[config.mk]
export PLATFORM = sky130hd
export DESIGN_NAME = alu_op_sequencer
export DESIGN_NICKNAME = d
export VERILOG_FILES = /design/src/rtl/alu_op_sequencer.sv
export SDC_FILE = /design/constraint.sdc
export NUM_CORES = 1
export LEC_CHECK = 0
export CORE_MARGIN = 5
export CORE_UTILIZATION = 47
export CTS_CLUSTER_SIZE = 8
export DETAILED_ROUTE_END_ITERATION = 7
export PLACE_DENSITY = 0.77
export SYNTH_ARGS = -nofsm -noshare
export SYNTH_HDL_FRONTEND = slang
export SYNTH_SLANG_ARGS = --single-unit
[constraint.sdc]
create_clock -name clk -period 2 [get_ports clk]
set_clock_uncertainty 0.15 [all_clocks]
set_input_delay 0.2 -clock clk [delete_from_list [all_inputs] [get_ports clk]]
set_output_delay 0.2 -clock clk [all_outputs]
set_load 0.005 [all_outputs]
[src/rtl/alu_op_sequencer.sv]
// rtl/alu_op_sequencer.sv - registered, handshaked ALU control sequencer with mult/div start/done and timeout
module alu_op_sequencer #(
  parameter int TIMEOUT = 34,
  parameter int CNT_W   = $clog2(TIMEOUT + 1)
) (
  input  logic       clk,
  input  logic       reset,
  input  logic       op_valid,
  output logic       op_ready,
  input  logic [4:0] controlType,
  input  logic       save_en,
  input  logic       div_zero,
  input  logic       md_done,
  output logic       md_start,
  output logic [2:0] ALUOp,
  output logic [2:0] SrcOut,
  output logic [1:0] StoreMD,
  output logic       divOp,
  output logic       multOp,
  output logic       orOp,
  output logic       overflowOp,
  output logic       ALUOutSave,
  output logic [1:0] condType,
  output logic       op_done,
  output logic       op_err,
  output logic [1:0] err_code
);

  typedef enum logic [1:0] {IDLE, EXEC, MD_WAIT, MD_STORE} state_t;

  typedef struct packed {
    logic       md_start;
    logic [2:0] alu_op;
    logic [2:0] src_out;
    logic [1:0] store_md;
    logic       div_op;
    logic       mult_op;
    logic       or_op;
    logic       ovf_op;
    logic       out_save;
    logic       done;
    logic       err;
    logic [1:0] err_code;
  } ctl_t;

  localparam logic [4:0] OP_DIV  = 5'b01001;
  localparam logic [4:0] OP_MULT = 5'b01010;

  state_t           state_q, state_d;
  logic [CNT_W-1:0] cnt_q, cnt_d;
  ctl_t             ctl_q, ctl_d;
  logic [1:0]       cond_q, cond_d;
  logic             ready_q;

  logic [2:0] dec_alu, dec_src;
  logic       dec_or, dec_ovf, dec_legal;

  always_comb begin
    dec_alu   = 3'b000;
    dec_src   = 3'b000;
    dec_or    = 1'b0;
    dec_ovf   = 1'b0;
    dec_legal = 1'b1;
    case (controlType)
      5'b00000: dec_src = 3'b011;
      5'b00001: begin dec_alu = 3'b001; dec_src = 3'b011; dec_ovf = 1'b1; end
      5'b00010: begin dec_alu = 3'b010; dec_src = 3'b011; dec_ovf = 1'b1; end
      5'b00011: begin dec_alu = 3'b011; dec_src = 3'b011; end
      5'b00100: begin dec_alu = 3'b100; dec_src = 3'b011; dec_ovf = 1'b1; end
      5'b00101: begin dec_alu = 3'b101; dec_src = 3'b011; end
      5'b00110: begin dec_alu = 3'b110; dec_src = 3'b011; end
      5'b00111: begin dec_alu = 3'b111; dec_src = 3'b010; end
      5'b01000: begin dec_or  = 1'b1;   dec_src = 3'b100; end
      5'b01011: begin dec_alu = 3'b001; dec_src = 3'b011; end
      5'b01100: dec_src = 3'b001;
      5'b01101: dec_src = 3'b000;
      5'b10010: dec_src = 3'b110;
      default:  dec_legal = 1'b0;
    endcase
  end

  always_comb begin
    state_d = state_q;
    cnt_d   = '0;
    ctl_d   = '0;
    cond_d  = cond_q;
    case (state_q)
      IDLE: begin
        if (op_valid && ready_q) begin
          if (controlType == OP_MULT || (controlType == OP_DIV && !div_zero)) begin
            state_d         = MD_WAIT;
            cnt_d           = CNT_W'(1);
            ctl_d.md_start  = 1'b1;
            ctl_d.div_op    = (controlType == OP_DIV);
            ctl_d.mult_op   = (controlType == OP_MULT);
          end else begin
            state_d    = EXEC;
            ctl_d.done = 1'b1;
            if (controlType == OP_DIV) begin
              ctl_d.err      = 1'b1;
              ctl_d.err_code = 2'b01;
            end else if (controlType >= 5'b01110 && controlType <= 5'b10001) begin
              // cond codes 01110..10001 map to condType 00..11 via their low bits + 2
              ctl_d.alu_op = 3'b111;
              cond_d       = controlType[1:0] + 2'b10;
            end else if (dec_legal) begin
              ctl_d.alu_op   = dec_alu;
              ctl_d.src_out  = dec_src;
              ctl_d.or_op    = dec_or;
              ctl_d.ovf_op   = dec_ovf;
              ctl_d.out_save = save_en;
            end else begin
              ctl_d.err      = 1'b1;
              ctl_d.err_code = 2'b11;
            end
          end
        end
      end
      MD_WAIT: begin
        // md_done on the expiry cycle still completes normally
        if (md_done) begin
          state_d        = MD_STORE;
          ctl_d.done     = 1'b1;
          ctl_d.store_md = ctl_q.div_op ? 2'b01 : 2'b10;
        end else if (cnt_q == CNT_W'(TIMEOUT)) begin
          state_d        = EXEC;
          ctl_d.done     = 1'b1;
          ctl_d.err      = 1'b1;
          ctl_d.err_code = 2'b10;
        end else begin
          cnt_d         = cnt_q + 1'b1;
          ctl_d.div_op  = ctl_q.div_op;
          ctl_d.mult_op = ctl_q.mult_op;
        end
      end
      default: state_d = IDLE;
    endcase
  end

  always_ff @(posedge clk) begin
    if (!reset) begin
      state_q <= IDLE;
      cnt_q   <= '0;
      ctl_q   <= '0;
      cond_q  <= 2'b00;
      ready_q <= 1'b0;
    end else begin
      state_q <= state_d;
      cnt_q   <= cnt_d;
      ctl_q   <= ctl_d;
      cond_q  <= cond_d;
      ready_q <= (state_d == IDLE);
    end
  end

  assign op_ready   = ready_q;
  assign md_start   = ctl_q.md_start;
  assign ALUOp      = ctl_q.alu_op;
  assign SrcOut     = ctl_q.src_out;
  assign StoreMD    = ctl_q.store_md;
  assign divOp      = ctl_q.div_op;
  assign multOp     = ctl_q.mult_op;
  assign orOp       = ctl_q.or_op;
  assign overflowOp = ctl_q.ovf_op;
  assign ALUOutSave = ctl_q.out_save;
  assign condType   = cond_q;
  assign op_done    = ctl_q.done;
  assign op_err     = ctl_q.err;
  assign err_code   = ctl_q.err_code;

endmodule

Word level (Yosys, flattened, before mapping)
Index checks and enable logic that the tools add are counted. W data, S select, Z words.

Bits of input ports: 11. Flip-flop bits (word level): 29.

$add $sub $neg: 2. Mux-type cells: 35. Eq/ne operators: 17. Reduce and logical (&&, ||, !) cells: 17. Bitwise gates (word level): 6. Order comparisons: 2.

Operators with widths (number): $eq A5 B4 Y1 const B (6); $mux W3 (8); $pmux W3 S7 (1); $eq A5 B3 Y1 const B (4); $mux W6 (3); $mux W2 (8); $pmux W3 S5 (1); $reduce_or A13 Y1 (1); $pmux W6 S2 (1); $eq A5 B2 Y1 const B (2); $mux W9 (1); $pmux W2 S2 (2); $pmux W4 S2 (1); $reduce_or A8 Y1 (1); $mux W1 (7); $mux W7 (1); $reduce_or A7 Y1 (1); $add A6 B1 Y6 const B (1); $eq A6 B6 Y1 const B (1); $not A1 Y1 (6); $reduce_and A3 Y1 (2); $eq A5 B1 Y1 const B (1); $eq A5 B5 Y1 const B (1); $ge A5 B4 Y1 const B (1); 14 further kinds (17).

Logic depth before layout (Yosys ltp)
Gate-level depths: netlist (run 1).

Depth after elaboration: 9. Mapped depth: 6. Gate-level depth less buffers: 6.

Worst setup path after synthesis (run 1)
Ideal clock, no wire load.

Kind: input-to-reg. From: input controlType[2]. To: register ctl_q, in the netlist err_code[1]. Arrival time: 1.383 ns. Path slack: 0.347 ns. Cell stages on the path: 5. Data required time: 1.730 ns. Cells stage by stage: or3b_1 -> buf_2 -> or3b_1 -> nor3b_1 -> or2_1.

Cells in the longest elaborated chain, start to end: 9.

RTL lines: start, declared (RTL line 10) `input logic [4:0] controlType,`; $eq A5 B5 Y1, or another cell as far along (RTL line 64) `case (controlType)`; $reduce_or A13 Y1 (no line); $mux W1 (RTL line 64); $mux W3 (RTL line 106) `end else if (dec_legal) begin`; $mux W3 (RTL line 102) `end else if (controlType >= 5'b01110 && controlType <= 5'b10001) begin`; $mux W3 (RTL line 99) `if (controlType == OP_DIV) begin`; $mux W7 (*) (RTL line 90) `if (controlType == OP_MULT || (controlType == OP_DIV && !div_zero)) begin`; $mux W9 (*) (RTL line 89) `if (op_valid && ready_q) begin`; $pmux W4 S2 (*) (RTL line 87) `case (state_q)`; end signal, assigned (RTL line 150) `ctl_q <= ctl_d;`; end, declared (RTL line 51) `ctl_t ctl_q, ctl_d;`.

Mark *: on every way between the ends. The rest lies on a longest branch, timed or not. A chain may end at the register's enable or synchronous reset.

Worst setup path in the final report (run 1)
From: register cnt_q[0]. To: register ctl_q, in the netlist multOp.

Cells in the longest elaborated chain, start to end: 2.

RTL lines: start, declared (RTL line 50) `logic [CNT_W-1:0] cnt_q, cnt_d;`; start signal, assigned (RTL line 149) `cnt_q <= cnt_d;`; $eq A6 B6 Y1 (RTL line 125) `end else if (cnt_q == CNT_W'(TIMEOUT)) begin`; $ne A3 B3 Y1 (no line).

No other way between the ends.

==> out/results.tsv, run 1 <==
stage	metric	value	unit
floorplanning	initial core utilization	0.496	
layout	ant diodes	0	
clock_network	postcts setup bufs	0	
clock_network	Resize count post-CTS	0	
layout	layout cells sized above 1	0.134	
synth	#FFs+latches synth	29	
power_and_ir_drop	leakage power	0.663	nW
synth	largest family of logic cells by synthesized area	simple AND/OR/NAND/NOR gates	
detailed_routing	Routed Antenna Nets	0	
clock_network	CTS root buf	clkbuf_4	
detailed_routing	vias per inst	5.23	
setup_path	slowest CP cell	nor4b_1	
sta	RSZ-0062 raised after global routing	false	
run	max-cap violation count	0	
setup_path	Reg2Reg Depth	6	
detailed_routing	drt first-iter violations	26	
layout	Area Growth Syn to Fin	40.0	%
outcome	status	finished clean	
clock_network	Worst-path clk slew	80	ps
sta	Worst Tran Pin Value	420	ps
placed_design	port bufs	31	
synth	Syn Nets	154	
setup_path	Critical R2R Launch	cnt_q[0]	
sta	Slew Limit Fails	0	
layout	NumNets Final	200	
power_and_ir_drop	peak supply drop	0.518	mV
sta	Fmax	0.550	GHz
synth	synth warn	0	
global_route	first-pass GRT wire length	4.77	mm
synth	Synth cell types	39	
sta	Final Worst Setup Slack	182	ps
synth	synthesized area per cell	8.79	um^2
detailed_routing	Avg WL per Cell	12.9	um
synth	ys flop type	dfxtp_1	
floorplanning	Rows	18	
global_route	largest net degree at the start of global routing	17	
sta	Period Utilization, post-route	0.909	
detailed_routing	Final Routed Wirelength	2.81	mm
synth	synthesized cell area	1240	um^2
setup_path	CP startpoint kind	flip-flop	
floorplanning	height of the die	61.4	um
layout	commonest non-fill, non-tap cells in the layout	31 x clkdlybuf4s50_1, 29 x dfxtp_1, 17 x nor2_1, 17 x buf_4, 11 x a21oi_1	
clock_network	clk sinks	29	
clock_network	Hold-fix buffers, CTS	0	
setup_path	reg2reg setup slack	180	ps
detailed_routing	DRC errors left	0	
synth	Synth Area in Adders	0.0202	
sta	TNS Setup	0	ps
synth	sequential element share of the synthesized area	0.468	
setup_path	crit path capture	multOp	
setup_path	crit path cell chain	inv_1 > ha_1 > nor4b_1 > a21oi_1 > nand3_1 > a2bb2o_1	
power_and_ir_drop	power per cell area	626	nW/um^2
placed_design	placed instance count	210	
setup_path	capturing point of the worst reg2reg path	multOp	
setup_path	critical path endpoint category	flip-flop	
detailed_routing	DR pass1 iterations	4	
layout	Final Util	0.694	
detailed_routing	Via Count	1134	
sta	final setup fails	0	
sta	minimum clock period	1820	ps
synth	Post-Synth XOR/XNOR Area	0.0283	
setup_path	CP max stage delay	370	ps
synth	compound-gate portion of the synthesized area	0.138	
setup_path	crit-path max FO	4	
global_route	Overall Global Routing Usage	0.180	
clock_network	Bufs on Longest Clock Path	2	
placed_design	Setup WS pre-CTS	-141	ps
setup_path	Setup crit start	cnt_q[0]	
global_route	GRT overflow	0	
clock_network	H-Tree Depth	2	
setup_path	CP arrival	1880	ps
worst_hold_path	worst min path class	primary input to flip-flop	
floorplanning	core area	2500	um^2
placed_design	GPL Wtd Cong	0.835	
layout	Layout Cells excl Fill	217	
clock_network	CTS tree	yes	
sta	Slew headroom	0.716	
sta	Final Hold Viols	0	
layout	commonest non-fill, non-tap cell in the layout	clkdlybuf4s50_1	
synth	number of enable flip-flop cells after synthesis	0	
global_route	vias in the first global route	1062	
synth	Mapped Cells	141	
synth	Synth async-reset ratio	0	
setup_path	WP data required	2060	ps
clock_network	TritonCTS buffer count	5	
floorplanning	I/O pin total	32	
synth	mux cell area share after synthesis	0.0161	
placed_design	Final HPWL DP	2.12	mm
setup_path	Crit Path Class	flip-flop to flip-flop	
synth	Synth Area in Simple Gates	0.286	
floorplanning	Die ar.	3770	um^2
global_route	initial antenna violation count	0	
floorplanning	die width	61.4	um
clock_network	clk_lat worst skew	330	ps
[how the worst min path moves through the flow]
stage	from	endpoint	slack (ps)	cells past startpoint
after global routing	save_en	ALUOutSave	310	2
after CTS	save_en	ALUOutSave	310	2
after floorplan	save_en	ALUOutSave	200	1
after detailed placement	divOp	StoreMD[1]	330	1
final	save_en	ALUOutSave	320	2
after global placement	divOp	StoreMD[1]	320	1
[cells in the mapped netlist, types with 5 or more instances]
cell type  number  area (um^2)
a21oi_1        11         55.1
clkbuf_1        8         30.0
dfxtp_1        29          581
inv_1           5         18.8
nand2_1         8         30.0
nand2b_1        5         31.3
nand3_1         5         25.0
nor2_1         17         63.8
nor3_1          5         25.0
o21ai_0         5         25.0
[worst max-delay path: cells and delay by family, from the launching register on]
family / cells / cell delay, ps
AOI/OAI and AO/OA: 2 / 490
and+or+nand+nor: 2 / 510
buffers and inverters: 1 / 70
DFF: 1 / 350
adders and majority gates: 1 / 140
[per-layer routing]
metal / global-route usage / share of wire
met1: 0.198 / 0.44
met4: 0.100 / 0.022
met3: 0.0818 / 0.066
met5: 0 / 0
met2: 0.289 / 0.47
[sequential cells by signal (all words and copies together), names as in the netlist, 2 cells and up]
| name | flops |
|---|---|
| ALUOp | 3 |
| SrcOut | 3 |
| StoreMD | 2 |
| cnt_q | 6 |
| condType | 2 |
| err_code | 2 |
| state_q | 2 |
[power by group]
group          switching [mW]  internal (mW)  leakage, nW  total [mW]
Clock                   0.194          0.166       0.0314       0.360
Combinational          0.0617         0.0754        0.397       0.137
Sequential            0.00339          0.586        0.235       0.589
Total                   0.259          0.827        0.663        1.09
[cell type report]
type	instances	area, um^2
multi-input combinational	98	606
timing repair buffer	48	438
tap	30	37.5
inverter	5	18.8
clock buffer	7	55.1
sequential	29	581
fill	193	764
[logic make-up after synthesis]
| family | count (synthesis) |
|---|---|
| adder cells (fa/ha/maj) | 2 |
| XOR/XNOR | 4 |
| AO/OA/AOI/OAI | 27 |
| multiplexers | 2 |
| buffers and inverters | 14 |
| AND/OR/NAND/NOR | 63 |
| flip-flops | 29 |
[stage by stage]
stage	area (um^2)	hold slack [ps]	total power, mW
finish	1740	316	1.09
CTS	1740	306	1.10
global route	1740	305	1.14
detailed placement	1680	333	0.738
floorplan	1240	198	0.668
global placement	1680	317	0.737
Power figures use the tool's default switching activity.
==> run 2, diff against run 1 <==
Settings changed: GPL_ROUTABILITY_DRIVEN from default to 0.
==> results of run 2 <==
Final layout, timing and power as in run 1 (identical DEF).
==> run 3, diff against run 2 <==
--- a/config.mk
+++ b/config.mk
@@ -11,5 +11,7 @@
 export DETAILED_ROUTE_END_ITERATION = 7
 export GPL_ROUTABILITY_DRIVEN = 0
+export HOLD_SLACK_MARGIN = 0.06
 export PLACE_DENSITY = 0.77
+export SKIP_CTS_REPAIR_TIMING = 1
 export SYNTH_ARGS = -nofsm -noshare
 export SYNTH_HDL_FRONTEND = slang
==> constraint.sdc (replaced) <==
create_clock -name clk -period 2 [get_ports clk]
set_clock_uncertainty 0.15 [all_clocks]
set_input_delay 0.3 -clock clk [delete_from_list [all_inputs] [get_ports clk]]
set_output_delay 0.3 -clock clk [all_outputs]
set_load 0.005 [all_outputs]
==> run 3 against run 2 <==
Against the previous run: worst hold slack better by 9.2 ps; first-iteration DRC count is 31% higher; cell count stayed put; non-clock buffer count is 1 lower; critical path depth is 1 lower; sequential cell count stayed put.
==> out/results.tsv, run 3 (synthesized netlist as in run 1, its figures left out) <==
stage	metric	value	unit	change
power_and_ir_drop	switching pwr	0.272	mW	was 0.259 mW
run	max-cap violation count	0		unchanged
layout	Top reg by flops	cnt_q		unchanged
layout	layout cells sized above 1	0.134		unchanged
placed_design	placed instance count	209		was 210
layout	commonest non-fill, non-tap cells in the layout	31 x clkdlybuf4s50_1, 29 x dfxtp_1, 17 x nor2_1		was 31 x clkdlybuf4s50_1, 29 x dfxtp_1, 17 x nor2_1, 17 x buf_4, 11 x a21oi_1
placed_design	Final HPWL DP	2.24	mm	was 2.12 mm
power_and_ir_drop	Flop pwr share	0.479		was 0.542
sta	Worst Tran Pin Value	388	ps	was 420 ps
sta	Final Worst Setup Slack	104	ps	was 182 ps
detailed_routing	Via Count	1126		was 1,134
detailed_routing	vias per inst	5.19		was 5.23
setup_path	critical path endpoint category	flip-flop		unchanged
detailed_routing	Avg WL per Cell	13.9	um	was 12.9 um
sta	RSZ-0062 raised after global routing	false		unchanged
global_route	initial antenna violation count	0		unchanged
setup_path	Crit Path Class	primary input to flip-flop		was flip-flop to flip-flop
sta	Fmax	0.527	GHz	was 0.550 GHz
power_and_ir_drop	Comb power frac	0.113		was 0.126
sta	TNS Setup	0	ps	unchanged
clock_network	TritonCTS buffer count	5		unchanged
floorplanning	initial core utilization	0.496		unchanged
setup_path	CP arrival	1970	ps	was 1880 ps
power_and_ir_drop	peak supply drop	0.669	mV	was 0.518 mV
sta	minimum clock period	1900	ps	was 1820 ps
setup_path	CP startpoint kind	primary input		was flip-flop
detailed_routing	Routed Antenna Nets	0		unchanged
global_route	first-pass GRT wire length	4.93	mm	was 4.77 mm
detailed_routing	drt first-iter violations	34		was 26
worst_hold_path	Hold Path End	StoreMD[1]		was ALUOutSave
floorplanning	Rows	18		unchanged
power_and_ir_drop	Clock Power Share	0.408		was 0.331
placed_design	Setup WS pre-CTS	-253	ps	was -141 ps
floorplanning	die width	61.4	um	unchanged
layout	filler instances	206		was 193
setup_path	reg2reg setup slack	200	ps	was 180 ps
sta	hold slack	325	ps	was 316 ps
clock_network	Bufs on Longest Clock Path	2		unchanged
detailed_routing	DR pass1 iterations	4		unchanged
clock_network	CTS tree	yes		unchanged
clock_network	CTS root buf	clkbuf_4		unchanged
sta	final setup fails	0		unchanged
global_route	vias in the first global route	1115		was 1,062
setup_path	crit-path max FO	4		unchanged
power_and_ir_drop	power consumption	1.23	mW	was 1.09 mW
sta	Slew headroom	0.738		was 0.716
detailed_routing	DRC errors left	0		unchanged
sta	Slew Limit Fails	0		unchanged
layout	ant diodes	0		unchanged
worst_hold_path	worst min path class	flip-flop to flip-flop		was primary input to flip-flop
layout	Layout Cells excl Fill	217		unchanged
detailed_routing	Final Routed Wirelength	3.02	mm	was 2.81 mm
outcome	status	finished clean		unchanged
layout	commonest non-fill, non-tap cell in the layout	clkdlybuf4s50_1		unchanged
placed_design	port bufs	31		unchanged
global_route	Overall Global Routing Usage	0.181		was 0.180
setup_path	Reg2Reg Depth	6		unchanged
clock_network	clk sinks	29		unchanged
floorplanning	core area	2500	um^2	unchanged
clock_network	clk_lat worst skew	330	ps	about the same
setup_path	capturing point of the worst reg2reg path	multOp		unchanged
layout	Area Growth Syn to Fin	41.8	%	was 40.0%
clock_network	Worst-path clk slew	90	ps	was 80 ps
floorplanning	I/O pin total	32		unchanged
layout	max reg flops	6		unchanged
layout	Design Area, Final	1760	um^2	was 1740 um^2
placed_design	dpl cell area	1670	um^2	was 1680 um^2
worst_hold_path	Hold Crit Depth	1		was 2
layout	NumNets Final	199		was 200
global_route	GRT overflow	0		unchanged
power_and_ir_drop	leakage power	0.673	nW	was 0.663 nW
clock_network	H-Tree Depth	2		unchanged
global_route	largest net degree at the start of global routing	17		unchanged
layout	Final Util	0.703		was 0.694
setup_path	Critical R2R Launch	cnt_q[0]		unchanged
floorplanning	height of the die	61.4	um	unchanged
setup_path	WP data required	2070	ps	was 2060 ps
worst_hold_path	hold_sp	divOp		was save_en
floorplanning	Die ar.	3770	um^2	unchanged
power_and_ir_drop	internal power	0.959	mW	was 0.827 mW
sta	Final Hold Viols	0		unchanged
power_and_ir_drop	switching part of the total power	0.221		was 0.239
power_and_ir_drop	power per cell area	700	nW/um^2	was 626 nW/um^2
sta	Period Utilization, post-route	0.948		was 0.909
==> run 3: cell type report <==
cell class                 instances  area [um^2]  share of cell area
clock buffer                       7         55.1              0.0313
timing repair buffer              47          430               0.245
multi-input combinational         98          606               0.344
sequential                        29          581               0.330
inverter                           5         18.8              0.0107
tap                               30         37.5              0.0214
clock inverter                     1         30.0              0.0171
==> run 3: power by group through the flow <==
stage               Combinational [mW]  Clock, mW  Sequential, mW
finish                           0.139      0.502           0.589
global placement                 0.133          0           0.602
detailed placement               0.137          0           0.603
floorplan                       0.0644          0           0.603
CTS                              0.139      0.512           0.589
global route                     0.150      0.542           0.590
==> run 3: worst max-delay path: stages <==
cell and delay, ps:
clkdlybuf4s50_1 450, or3b_1 460, or3b_1 400, nor3b_1 150
or2_1 200
==> run 3: layer usage <==
metal	GRT usage	part of all wire	up-vias
met5	0	0	-
met1	0.208	0.43	514
met4	0.0727	0.017	0
met3	0.0650	0.055	8
met2	0.305	0.49	23
li1	-	-	581
==> run 3: how the worst max path moves through the flow <==
stage,from,endpoint,slack (ps)
6_report,controlType[2],err_code[1],100
3_5_place_dp,controlType[2],err_code[1],-250
4_1_cts,controlType[2],err_code[1],100
3_3_place_gp,controlType[2],err_code[1],-200
5_1_grt,controlType[3],condType[1],5
2_1_floorplan,controlType[2],err_code[1],250
